`src/rtl/joy_pkg.sv`:
```
// Shared definitions for the DB15 joystick link: button layout, default width, link FSM states.
package joy_pkg;

  localparam int unsigned PLAYER_BITS_DEF = 12;

  localparam int unsigned BTN_R = 0;
  localparam int unsigned BTN_L = 1;
  localparam int unsigned BTN_D = 2;
  localparam int unsigned BTN_U = 3;
  localparam int unsigned BTN_A = 4;
  localparam int unsigned BTN_B = 5;
  localparam int unsigned BTN_C = 6;
  localparam int unsigned BTN_X = 7;
  localparam int unsigned BTN_Y = 8;
  localparam int unsigned BTN_Z = 9;
  localparam int unsigned BTN_S = 10;
  localparam int unsigned BTN_M = 11;

  typedef enum logic [1:0] {
    IDLE  = 2'd0,
    LOAD  = 2'd1,
    SHIFT = 2'd2,
    DRAIN = 2'd3
  } joy_state_e;

endpackage

```
`src/rtl/joy_sync.sv`:
```
// Synchroniser for one asynchronous host line, idle-high, with rising-edge detect.
module joy_sync #(
  parameter int unsigned STAGES = 2
) (
  input  logic clk,
  input  logic reset_n,
  input  logic d_i,
  output logic level_o,
  output logic rise_o
);

  // One flop beyond the synchroniser chain so the edge is seen on settled stages.
  logic [STAGES:0] sync_q;

  always_ff @(posedge clk or negedge reset_n) begin
    if (!reset_n) sync_q <= '1;
    else          sync_q <= {sync_q[STAGES-1:0], d_i};
  end

  assign level_o = sync_q[STAGES-1];
  assign rise_o  = sync_q[STAGES-1] & ~sync_q[STAGES];

endmodule

```
`src/rtl/joy_db15_tx.sv`:
```
// Device side of the DB15 serial pad link: behaves like a 74HC165 chain loaded with two pad words.
module joy_db15_tx
  import joy_pkg::*;
#(
  parameter int unsigned PLAYER_BITS = PLAYER_BITS_DEF,
  parameter int unsigned SYNC_STAGES = 2
) (
  input  logic                   clk,
  input  logic                   reset_n,
  input  logic [PLAYER_BITS-1:0] joystick1,
  input  logic [PLAYER_BITS-1:0] joystick2,
  input  logic                   joy_load,
  input  logic                   joy_clk,
  output logic                   joy_data,
  output logic                   frame_done,
  output logic                   busy
);

  localparam int unsigned FRAME = 2 * PLAYER_BITS;
  localparam int unsigned CW    = $clog2(FRAME + 1);

  logic             load_s;
  logic             load_rise_unused;
  logic             clk_level_unused;
  logic             clk_rise;
  logic [FRAME-1:0] frame_w;

  joy_state_e       state_q;
  logic [FRAME-1:0] sr_q;
  logic [CW-1:0]    bit_cnt_q;
  logic             joy_data_q;
  logic             frame_done_q;
  logic             busy_q;

  joy_sync #(.STAGES(SYNC_STAGES)) u_sync_load (
    .clk     (clk),
    .reset_n (reset_n),
    .d_i     (joy_load),
    .level_o (load_s),
    .rise_o  (load_rise_unused)
  );

  joy_sync #(.STAGES(SYNC_STAGES)) u_sync_clk (
    .clk     (clk),
    .reset_n (reset_n),
    .d_i     (joy_clk),
    .level_o (clk_level_unused),
    .rise_o  (clk_rise)
  );

  // Wire polarity is active low; player 2 Mode leaves first.
  assign frame_w = {~joystick2, ~joystick1};

  always_ff @(posedge clk or negedge reset_n) begin
    if (!reset_n) begin
      state_q      <= IDLE;
      sr_q         <= '1;
      bit_cnt_q    <= '0;
      joy_data_q   <= 1'b1;
      frame_done_q <= 1'b0;
      busy_q       <= 1'b0;
    end else begin
      frame_done_q <= 1'b0;
      // Load low overrides everything, including a coincident shift edge.
      if (!load_s) begin
        state_q    <= LOAD;
        sr_q       <= frame_w;
        joy_data_q <= frame_w[FRAME-1];
        bit_cnt_q  <= '0;
        busy_q     <= 1'b0;
      end else begin
        unique case (state_q)
          IDLE: begin
            joy_data_q <= 1'b1;
          end
          LOAD: begin
            state_q <= SHIFT;
            busy_q  <= 1'b1;
          end
          SHIFT: begin
            if (clk_rise) begin
              sr_q       <= {sr_q[FRAME-2:0], 1'b1};
              joy_data_q <= sr_q[FRAME-2];
              bit_cnt_q  <= bit_cnt_q + 1'b1;
              if (bit_cnt_q == CW'(FRAME - 1)) begin
                frame_done_q <= 1'b1;
                busy_q       <= 1'b0;
                state_q      <= DRAIN;
              end
            end
          end
          DRAIN: begin
            if (clk_rise) begin
              sr_q       <= {sr_q[FRAME-2:0], 1'b1};
              joy_data_q <= 1'b1;
            end
          end
          default: state_q <= IDLE;
        endcase
      end
    end
  end

  assign joy_data   = joy_data_q;
  assign frame_done = frame_done_q;
  assign busy       = busy_q;

endmodule
```
`config.mk`:
```
export PLATFORM = sky130hd
export DESIGN_NAME = joy_db15_tx
export DESIGN_NICKNAME = d
export VERILOG_FILES = /design/src/rtl/joy_pkg.sv /design/src/rtl/joy_sync.sv /design/src/rtl/joy_db15_tx.sv
export SDC_FILE = /design/constraint.sdc
export NUM_CORES = 1
export LEC_CHECK = 0
export ABC_AREA = 1
export BUFFER_PORTS_ARGS = -buffer_cell sky130_fd_sc_hd__buf_4
export CAP_MARGIN = 20
export CELL_PAD_IN_SITES_DETAIL_PLACEMENT = 2
export CELL_PAD_IN_SITES_GLOBAL_PLACEMENT = 2
export CORE_UTILIZATION = 29
export CTS_CLUSTER_SIZE = 25
export DETAILED_ROUTE_END_ITERATION = 10
export PLACE_DENSITY = 0.83
export SKIP_CTS_REPAIR_TIMING = 1
export SLEW_MARGIN = 20
export SYNTH_ARGS = -nofsm -noshare
export SYNTH_HDL_FRONTEND = slang
export SYNTH_SLANG_ARGS = --single-unit
```
`constraint.sdc`:
```
create_clock -name clk -period 1.3 [get_ports clk]
set_clock_uncertainty 0.05 [all_clocks]
set_input_delay 0.26 -clock clk [delete_from_list [all_inputs] [get_ports clk]]
set_output_delay 0.26 -clock clk [all_outputs]
set_load 0.02 [all_outputs]
```
==> flow_summary.yaml, run 1 <==
run_status:
  status: "complete, but fails checks"
  violations: "negative setup slack"
clocking:
  clk_path_buf_depth: 2
  cts_tree: "done"
  htreeDepth: 2
  clock_sinks: 38
  clkLatencyLatePin_ps: 300
  clk_pin_slew_ps: 80
  clock-root-buffer: "clkbuf_8"
  cts_buffers: 5
detailed_routing:
  drc: 0
  post_drt_wl_per_cell_microns: 18.2
  first_iter_violations: 68
  drt_pre_antenna_iters: 4
  viasPerCell: 4.93
  drtAntennaViolNets: 0
  totalWireLength_mm: 6.56
  via_count: 1776
global_routing:
  antenna_found_initial: 0
  grt_pass1_wl_mm: 8.23
  grt_start_max_net_pins: 39
  gr-total-overflow: 0
  grt_pass1_vias: 1779
  gr-usage-all-layers_pct: 16.3
timing:
  fin_crit_ps: 1410
  hold_violations: 0
  rsz0062_at_grt: "yes"
  final.setup.worst_slack_ps: -109
  maxSlewViolCount: 0
  period_share_pct: 108
  fmax_ghz: 0.710
  slew_headroom_pct: 66.0
  worstMarginPinSlew_ps: 510
  hold_ws_ps: 18.6
  finalSetupViolCount: 27
synthesis:
  synth_cells: 227
  ys_ff_latch: 38
  ys_types: 22
  synthesis.nets: 259
  syn_area_sq_mm: 0.00189
  ys_seq_area_share_pct: 52.4
  synth.avg_cell_area_sq_um: 8.31
  ys_warn_count: 0
placement:
  dp.cells: 339
  gp_congestion: 0.752
  dp_hpwl_mm: 3.65
  dpl_cell_area_sq_mm: 0.00230
  io_buffer_count: 30
critical_path:
  critPathLaunchType: "flip-flop"
  crit_fanout: 8
  critPathKind: "flip-flop to flip-flop"
  arrival_ps: 1590
  end_kind: "flip-flop"
  required_ps: 1480
die:
  start_util_pct: 29.9
  dieArea_sq_mm: 0.00683
  die_w_microns: 82.6
  coreArea_sq_mm: 0.00631
  io_pins: 31
  rows: 29
  dieHeight_microns: 82.6
flow_run:
  maxCapViolCount: 0
cells_and_area:
  final-seq-area_sq_um: 988
  design_area_sq_mm: 0.00280
  final_cell_mix: "nand2_1 (51), buf_4 (45), dfstp_2 (29)"
  multi_input_area_sq_um: 923
  nets: 315
  area_growth_syn_to_layout_pct: 48.4
  n_fill_cell: 698
  fin_cells: 360
  diodes: 0
  drive_above_1_share_pct: 53.4
  final_common_cell: "nand2_1"
power:
  power.leakage_nw: 1.28
  peakVddDrop_mv: 0.729
  totalPowerFinal_mw: 4.27
  power.density_mw_per_mm2: 1530
worst_hold_path:
  hp-class: "input port to flip-flop"
layout make-up:
type                    instances  area share [%]
well taps                      77            3.44
clock buffers                   5            2.46
flip-flops and latches         38            35.3
inverters                      32            4.38
repair buffers                 60            21.1
multi-input cells             146            33.0
clock inverters                 2           0.358
metrics by stage:
stage / util, % / setup slack (ps) / setup TNS, ps
floorplan: - / 32.5 / 0
global placement: 36.4 / -6.42 / -11.0
detailed placement: 36.4 / -151 / -841
CTS: 37.6 / -164 / -1210
global route: 44.3 / -165 / -3050
finish: 44.3 / -109 / -1520
critical path, stage by stage (launching register included):
cell       delay (ps)
dfstp_2           560
nand2_4            70
o21ai_4           200
buf_12            160
clkbuf_16         150
nand2_2            50
o21ai_1            90
worst paths after layout:
kind                                      startpoint                   end  slack [ps]  cells after the start
worst max-delay path            u_sync_clk.sync_q[1]               sr_q[2]        -110                      6
worst min-delay path                         joy_clk  u_sync_clk.sync_q[0]          20                      1
worst max register to register  u_sync_clk.sync_q[1]               sr_q[2]        -110                      6
worst min register to register  u_sync_clk.sync_q[0]  u_sync_clk.sync_q[1]         310                      0
max in group asynchronous                    reset_n            state_q[1]         400                      2
min in group asynchronous                    reset_n            state_q[0]         440                      2
per-layer routing:
metal / part of all wire [%] / up-vias / wire (microns) / global-route usage [%]
met5: 0 / - / 0 / 0
met4: 1.1 / 0 / 70 / 5.17
met3: 2.9 / 9 / 189 / 3.74
met2: 56 / 31 / 3660 / 28.8
met1: 40 / 910 / 2640 / 19.4
li1: - / 826 / - / -
cells by family after synthesis:
kind of cell	count (synthesis)	share of synthesized area, %
simple gates	88	19.0
compound gates	54	15.3
buf+inv	43	10.7
flops	38	52.4
fa+ha+maj	4	2.65
sequential cells by signal, summed over array words and instances, names as in the netlist:
signal and count:
frame_done 1, u_sync_load.sync_q 2, sr_q 23, u_sync_clk.sync_q 3
busy 1, bit_cnt_q 5, state_q 2, joy_data 1
Yosys cell counts:
| cell | n | share of area [%] |
|---|---|---|
| buf_4 | 3 | 1.2 |
| inv_2 | 1 | 0.20 |
| nor3_1 | 1 | 0.27 |
| nand4_1 | 3 | 1.0 |
| buf_2 | 4 | 1.1 |
| o21ai_4 | 1 | 0.86 |
| a21oi_1 | 2 | 0.53 |
| buf_6 | 3 | 1.8 |
| o21ai_0 | 42 | 11 |
| nand2_2 | 2 | 0.66 |
| a22oi_1 | 1 | 0.40 |
| clkbuf_2 | 1 | 0.27 |
| inv_1 | 31 | 6.2 |
| nor2_1 | 3 | 0.60 |
| nand3b_1 | 1 | 0.40 |
| nand2_1 | 69 | 14 |
| dfstp_2 | 29 | 40 |
| a21oi_2 | 1 | 0.46 |
| o21ai_1 | 7 | 1.9 |
| dfrtp_1 | 9 | 12 |
| nand3_1 | 9 | 2.4 |
| ha_1 | 4 | 2.7 |
report_power, final:
group / switching (mW) / total (mW) / internal (mW)
Clock: 0.445 / 0.806 / 0.361
Sequential: 0.160 / 1.69 / 1.53
Combinational: 0.962 / 1.77 / 0.811
No activity file was read; power rests on OpenSTA's default activity.
==> inputs of run 2 (changes only) <==
--- a/config.mk
+++ b/config.mk
@@ -14,7 +14,6 @@
 export CTS_CLUSTER_SIZE = 25
 export DETAILED_ROUTE_END_ITERATION = 10
 export PLACE_DENSITY = 0.83
-export SKIP_CTS_REPAIR_TIMING = 1
 export SLEW_MARGIN = 20
 export SYNTH_ARGS = -nofsm -noshare
 export SYNTH_HDL_FRONTEND = slang
==> flow_summary.yaml, run 2 (synthesized netlist as in run 1, its figures left out) <==
die:
  start_util_pct: 29.9
  dieHeight_microns: 82.6
  coreArea_sq_mm: 0.00631
  die_w_microns: 82.6
  dieArea_sq_mm: 0.00683
  io_pins: 31
  rows: 29
cells_and_area:
  largest_reg_flops: 23
  drive_above_1_share_pct: 47.3
  final_cell_mix: "nand2_1 (59), buf_4 (39), dfstp_2 (29)"
  top_register: "sr_q"
  final_common_cell: "nand2_1"
  nets: 309
  design_area_sq_mm: 0.00269
  multi_input_area_sq_um: 862
  n_fill_cell: 717
  area_growth_syn_to_layout_pct: 42.7
  final-seq-area_sq_um: 988
  diodes: 0
  reg_top3: "sr_q (23), bit_cnt_q (5), u_sync_clk.sync_q (3)"
timing:
  rsz0062_at_grt: "yes"
  fmax_ghz: 0.740
  finalSetupViolCount: 20
  worstMarginPinSlew_ps: 508
  fin_crit_ps: 1350
  final.setup.worst_slack_ps: -51.1
  hold_ws_ps: 21.2
  maxSlewViolCount: 0
  hold_violations: 0
  period_share_pct: 104
  slew_headroom_pct: 66.1
detailed_routing:
  drt_pre_antenna_iters: 4
  post_drt_wl_per_cell_microns: 16.2
  drtAntennaViolNets: 0
  via_count: 1719
  first_iter_violations: 61
  drc: 0
  totalWireLength_mm: 5.75
  viasPerCell: 4.86
critical_path:
  r2r_slack_ps: -50
  critPathKind: "flip-flop to flip-flop"
  crit_fanout: 8
  end_kind: "flip-flop"
  required_ps: 1480
  critPathLaunchType: "flip-flop"
  arrival_ps: 1530
clocking:
  clk_path_buf_depth: 2
  cts_tree: "done"
  clock-root-buffer: "clkbuf_8"
  cts_buffers: 5
  clk_pin_slew_ps: 80
  clock_sinks: 38
  htreeDepth: 2
  clkLatencyLatePin_ps: 300
run_status:
  status: "complete, but fails checks"
  violations: "negative setup slack"
placement:
  dpl_cell_area_sq_mm: 0.00230
  gp_congestion: 0.752
  io_buffer_count: 30
  dp_hpwl_mm: 3.65
flow_run:
  maxCapViolCount: 0
global_routing:
  antenna_found_initial: 0
  grt_pass1_wl_mm: 8.62
  grt_pass1_vias: 1804
  grt_start_max_net_pins: 39
  gr-total-overflow: 0
  gr-usage-all-layers_pct: 17.2
power:
  peakVddDrop_mv: 0.805
  power.density_mw_per_mm2: 1530
  power.leakage_nw: 1.22
worst_hold_path:
  hp-class: "input port to flip-flop"
-- run 2: changes by cell type in the layout (fill, tap and decap cells not counted), sizes merged --
cell	change
buf	-4
clkbuf	-2
-- run 2: stage by stage --
stage          worst slack (ps)  utilization, %  total power [mW]  cells  setup TNS, ps
6_report                  -51.1            42.6              4.13    354           -540
5_1_grt                    -127            42.6              4.37    354          -2040
4_1_cts                   -67.7            39.9              3.91    350          -1150
3_5_place_dp               -151            36.4              2.86    339           -841
3_3_place_gp              -6.42            36.4              2.73    339          -11.0
2_1_floorplan              32.5               -              2.33    227              0
-- run 2: final timing paths --
check                                       from              endpoint  cells past startpoint
max                        u_sync_load.sync_q[1]              sr_q[21]                      5
min                                      joy_clk  u_sync_clk.sync_q[0]                      1
max reg2reg                u_sync_load.sync_q[1]              sr_q[21]                      5
min reg2reg                 u_sync_clk.sync_q[0]  u_sync_clk.sync_q[1]                      0
max in group asynchronous                reset_n            state_q[1]                      2
min in group asynchronous                reset_n          bit_cnt_q[4]                      2
-- run 2: routing by layer --
layer,track usage (%),vias to the layer above,share of wire (%)
met4,4.66,0,0.94
met1,19.9,870,42
met2,31.7,28,54
met5,0,-,0
met3,3.74,6,2.9
li1,-,815,-
-- run 2: timing repair --
item                                    in CTS  in global routing
cloned                                       1                  1
endpoints found under the setup margin      29                 31
hold buffers                                 1                  1
pin swaps                                    0                  5
resized for setup                           27                 45
hold endpoints to repair                     9                  1
buffers inserted                             2                  2
-- run 2: layout make-up --
type | count | area share, %
Clock inverter | 2 | 0.372
Sequential cell | 38 | 36.7
Clock buffer | 5 | 2.56
Tap cell | 77 | 3.58
Inverter | 32 | 4.56
Multi-Input combinational cell | 146 | 32.0
Timing Repair Buffer | 54 | 20.1
-- run 2: worst max-delay path: stages, from the launching register on --
cell and delay [ps]:
dfstp_2 590, buf_6 130, o21ai_4 80, buf_12 140, clkbuf_16 160, o21ai_2 120
-- run 2: report_power, final --
part           switching (mW)  total [mW]  internal, mW
clock network           0.450       0.811         0.361
registers               0.150        1.68          1.53
logic                   0.885        1.63         0.745
total                    1.49        4.13          2.64
==> inputs of run 3 (changes only) <==
--- a/config.mk
+++ b/config.mk
@@ -10,9 +10,10 @@
 export CAP_MARGIN = 20
 export CELL_PAD_IN_SITES_DETAIL_PLACEMENT = 2
 export CELL_PAD_IN_SITES_GLOBAL_PLACEMENT = 2
-export CORE_UTILIZATION = 29
+export CORE_UTILIZATION = 30
 export CTS_CLUSTER_SIZE = 25
 export DETAILED_ROUTE_END_ITERATION = 10
+export HOLD_SLACK_MARGIN = 0.05
 export PLACE_DENSITY = 0.83
 export SLEW_MARGIN = 20
 export SYNTH_ARGS = -nofsm -noshare
==> constraint.sdc (replaced) <==
create_clock -name clk -period 1.65 [get_ports clk]
set_clock_uncertainty 0.05 [all_clocks]
set_input_delay 0.33 -clock clk [delete_from_list [all_inputs] [get_ports clk]]
set_output_delay 0.33 -clock clk [all_outputs]
set_load 0.02 [all_outputs]
==> flow_summary.yaml, run 3 (synthesized netlist as in run 1, its figures left out) <==
cells_and_area:
  top_register: "sr_q"
  largest_reg_flops: 23
  diodes: 0
  reg_top3: "sr_q (23), bit_cnt_q (5), u_sync_clk.sync_q (3)"
  nets: 288
  final_cell_mix: "nand2_1 (69), o21ai_0 (42), inv_1 (31)"
  n_fill_cell: 682
  drive_above_1_share_pct: 28.1
  final_common_cell: "nand2_1"
  area_growth_syn_to_layout_pct: 19.8
  design_area_sq_mm: 0.00226
power:
  p_seq_share_pct: 48.7
  power.share.combinational_pct: 27.1
  power.density_mw_per_mm2: 1210
  clkPwrFrac_pct: 24.2
  power.leakage_nw: 1.04
  peakVddDrop_mv: 0.351
  power.internal_mw: 1.83
  p_sw_mw: 0.906
  p_sw_share_pct: 33.1
timing:
  period_share_pct: 90.4
  maxSlewViolCount: 0
  fmax_ghz: 0.670
  worstMarginPinSlew_ps: 477
  slew_headroom_pct: 68.2
  final.setup.tns_ps: 0
  fin_crit_ps: 1490
  rsz0062_at_grt: "no"
  finalSetupViolCount: 0
  hold_violations: 0
die:
  io_pins: 31
  dieHeight_microns: 81.3
  coreArea_sq_mm: 0.00599
  die_w_microns: 81.3
  dieArea_sq_mm: 0.00661
  rows: 28
  start_util_pct: 31.5
critical_path:
  critPathKind: "flip-flop to flip-flop"
  cp_common_cell: "nand2_1"
  required_ps: 1790
  rr_endpoint: "state_q[0]"
  slowest_stage: "dfrtp_1"
  reg2reg_from: "state_q[0]"
  arrival_ps: 1640
  critPathLaunchType: "flip-flop"
  r2r_slack_ps: 160
  crit_fanout: 5
  path_cells: "inv_1 -> ha_1 -> nand2_1 -> inv_2 -> a21oi_2 -> nand2_1 -> nand2_1 -> nand2_1"
  slowest_delay_ps: 400
  rr_worst_depth: 8
  end_kind: "flip-flop"
detailed_routing:
  totalWireLength_mm: 4.57
  drt_pre_antenna_iters: 4
  drc: 0
  via_count: 1572
  first_iter_violations: 81
  post_drt_wl_per_cell_microns: 13.8
  drtAntennaViolNets: 0
  viasPerCell: 4.75
placement:
  dpl_cell_area_sq_mm: 0.00216
  dp_hpwl_mm: 3.19
  gp_congestion: 0.803
  io_buffer_count: 30
clocking:
  cts_resized: 0
  htreeDepth: 2
  clkLatencyLatePin_ps: 290
  cts_tree: "done"
  cts_buffers: 5
  clock-root-buffer: "clkbuf_8"
  clk_path_buf_depth: 2
  clk_pin_slew_ps: 80
  clock_sinks: 38
global_routing:
  gr-usage-all-layers_pct: 15.3
  grt_pass1_wl_mm: 7.67
  antenna_found_initial: 0
  gr-total-overflow: 0
  grt_pass1_vias: 1677
  grt_start_max_net_pins: 48
run_status:
  status: "finished, final reports clean"
worst_hold_path:
  hold_start: "joy_clk"
  hp-class: "input port to flip-flop"
  whs_path_depth: 1
  min_to: "u_sync_clk.sync_q[0]"
flow_run:
  maxCapViolCount: 0
==> run 3: cell types whose count changed in the layout (fill, tap and decap cells not counted), sizes merged <==
| cell | before | now |
|---|---|---|
| dlygate4sd3 | 2 | 1 |
| buf | 51 | 32 |
| clkinv | 2 | 0 |
| clkbuf | 6 | 7 |
==> run 3: layer usage <==
| metal | up-vias | track usage (%) | wire (microns) |
|---|---|---|---|
| li1 | 771 | - | - |
| met4 | 0 | 6.43 | 68 |
| met1 | 775 | 18.6 | 1990 |
| met2 | 20 | 26.7 | 2390 |
| met3 | 6 | 2.47 | 118 |
| met5 | - | 0 | 0 |
==> run 3: per-stage QoR <==
step / cells / util [%] / total power [mW] / hold WS, ps / worst slack [ps]
after global routing: 331 / 37.7 / 2.94 / 78.1 / 28.0
after global placement: 323 / 36.1 / 2.04 / 281 / 284
after floorplan: 227 / - / 1.83 / -15.6 / 383
final: 331 / 37.7 / 2.74 / 85.6 / 158
after detailed placement: 323 / 36.1 / 2.10 / 283 / 214
after CTS: 331 / 37.7 / 2.79 / 80.6 / 153
==> run 3: layout make-up <==
cell class              count  area, sq um  share of cell area (%)
repair buffers             33          275                    12.2
well taps                  75         93.8                    4.15
inverters                  32          120                    5.32
flip-flops and latches     38          987                    43.7
multi-input cells         146          697                    30.8
clock buffers               7         86.3                    3.82
==> run 3: worst max path at each step <==
| stage | start | end | slack (ps) |
|---|---|---|---|
| floorplan | state_q[0] | busy | 380 |
| global placement | state_q[0] | busy | 280 |
| detailed placement | state_q[1] | busy | 210 |
| CTS | state_q[0] | state_q[0] | 150 |
| global route | state_q[0] | state_q[0] | 30 |
| finish | state_q[0] | state_q[0] | 160 |
==> run 3: worst max-delay path, delay by kind of cell (launching register included) <==
| family | cells | cell delay, ps |
|---|---|---|
| flip-flops | 1 | 400 |
| AND/OR/NAND/NOR | 4 | 390 |
| adder cells (fa/ha/maj) | 1 | 240 |
| AO/OA/AOI/OAI | 1 | 170 |
| buffers and inverters | 2 | 150 |
==> run 3: what timing repair did <==
item	4_1_cts	5_1_grt
setup buffers	0	0
hold endpoints to repair	9	0
hold buffers	1	0
==> run 3: power groups by stage <==
stage / sequential (mW) / combinational [mW] / clock [mW]
5_1_grt: 1.36 / 0.864 / 0.711
2_1_floorplan: 1.33 / 0.498 / 0
3_5_place_dp: 1.35 / 0.753 / 0
3_3_place_gp: 1.34 / 0.704 / 0
4_1_cts: 1.34 / 0.765 / 0.686
6_report: 1.33 / 0.743 / 0.662
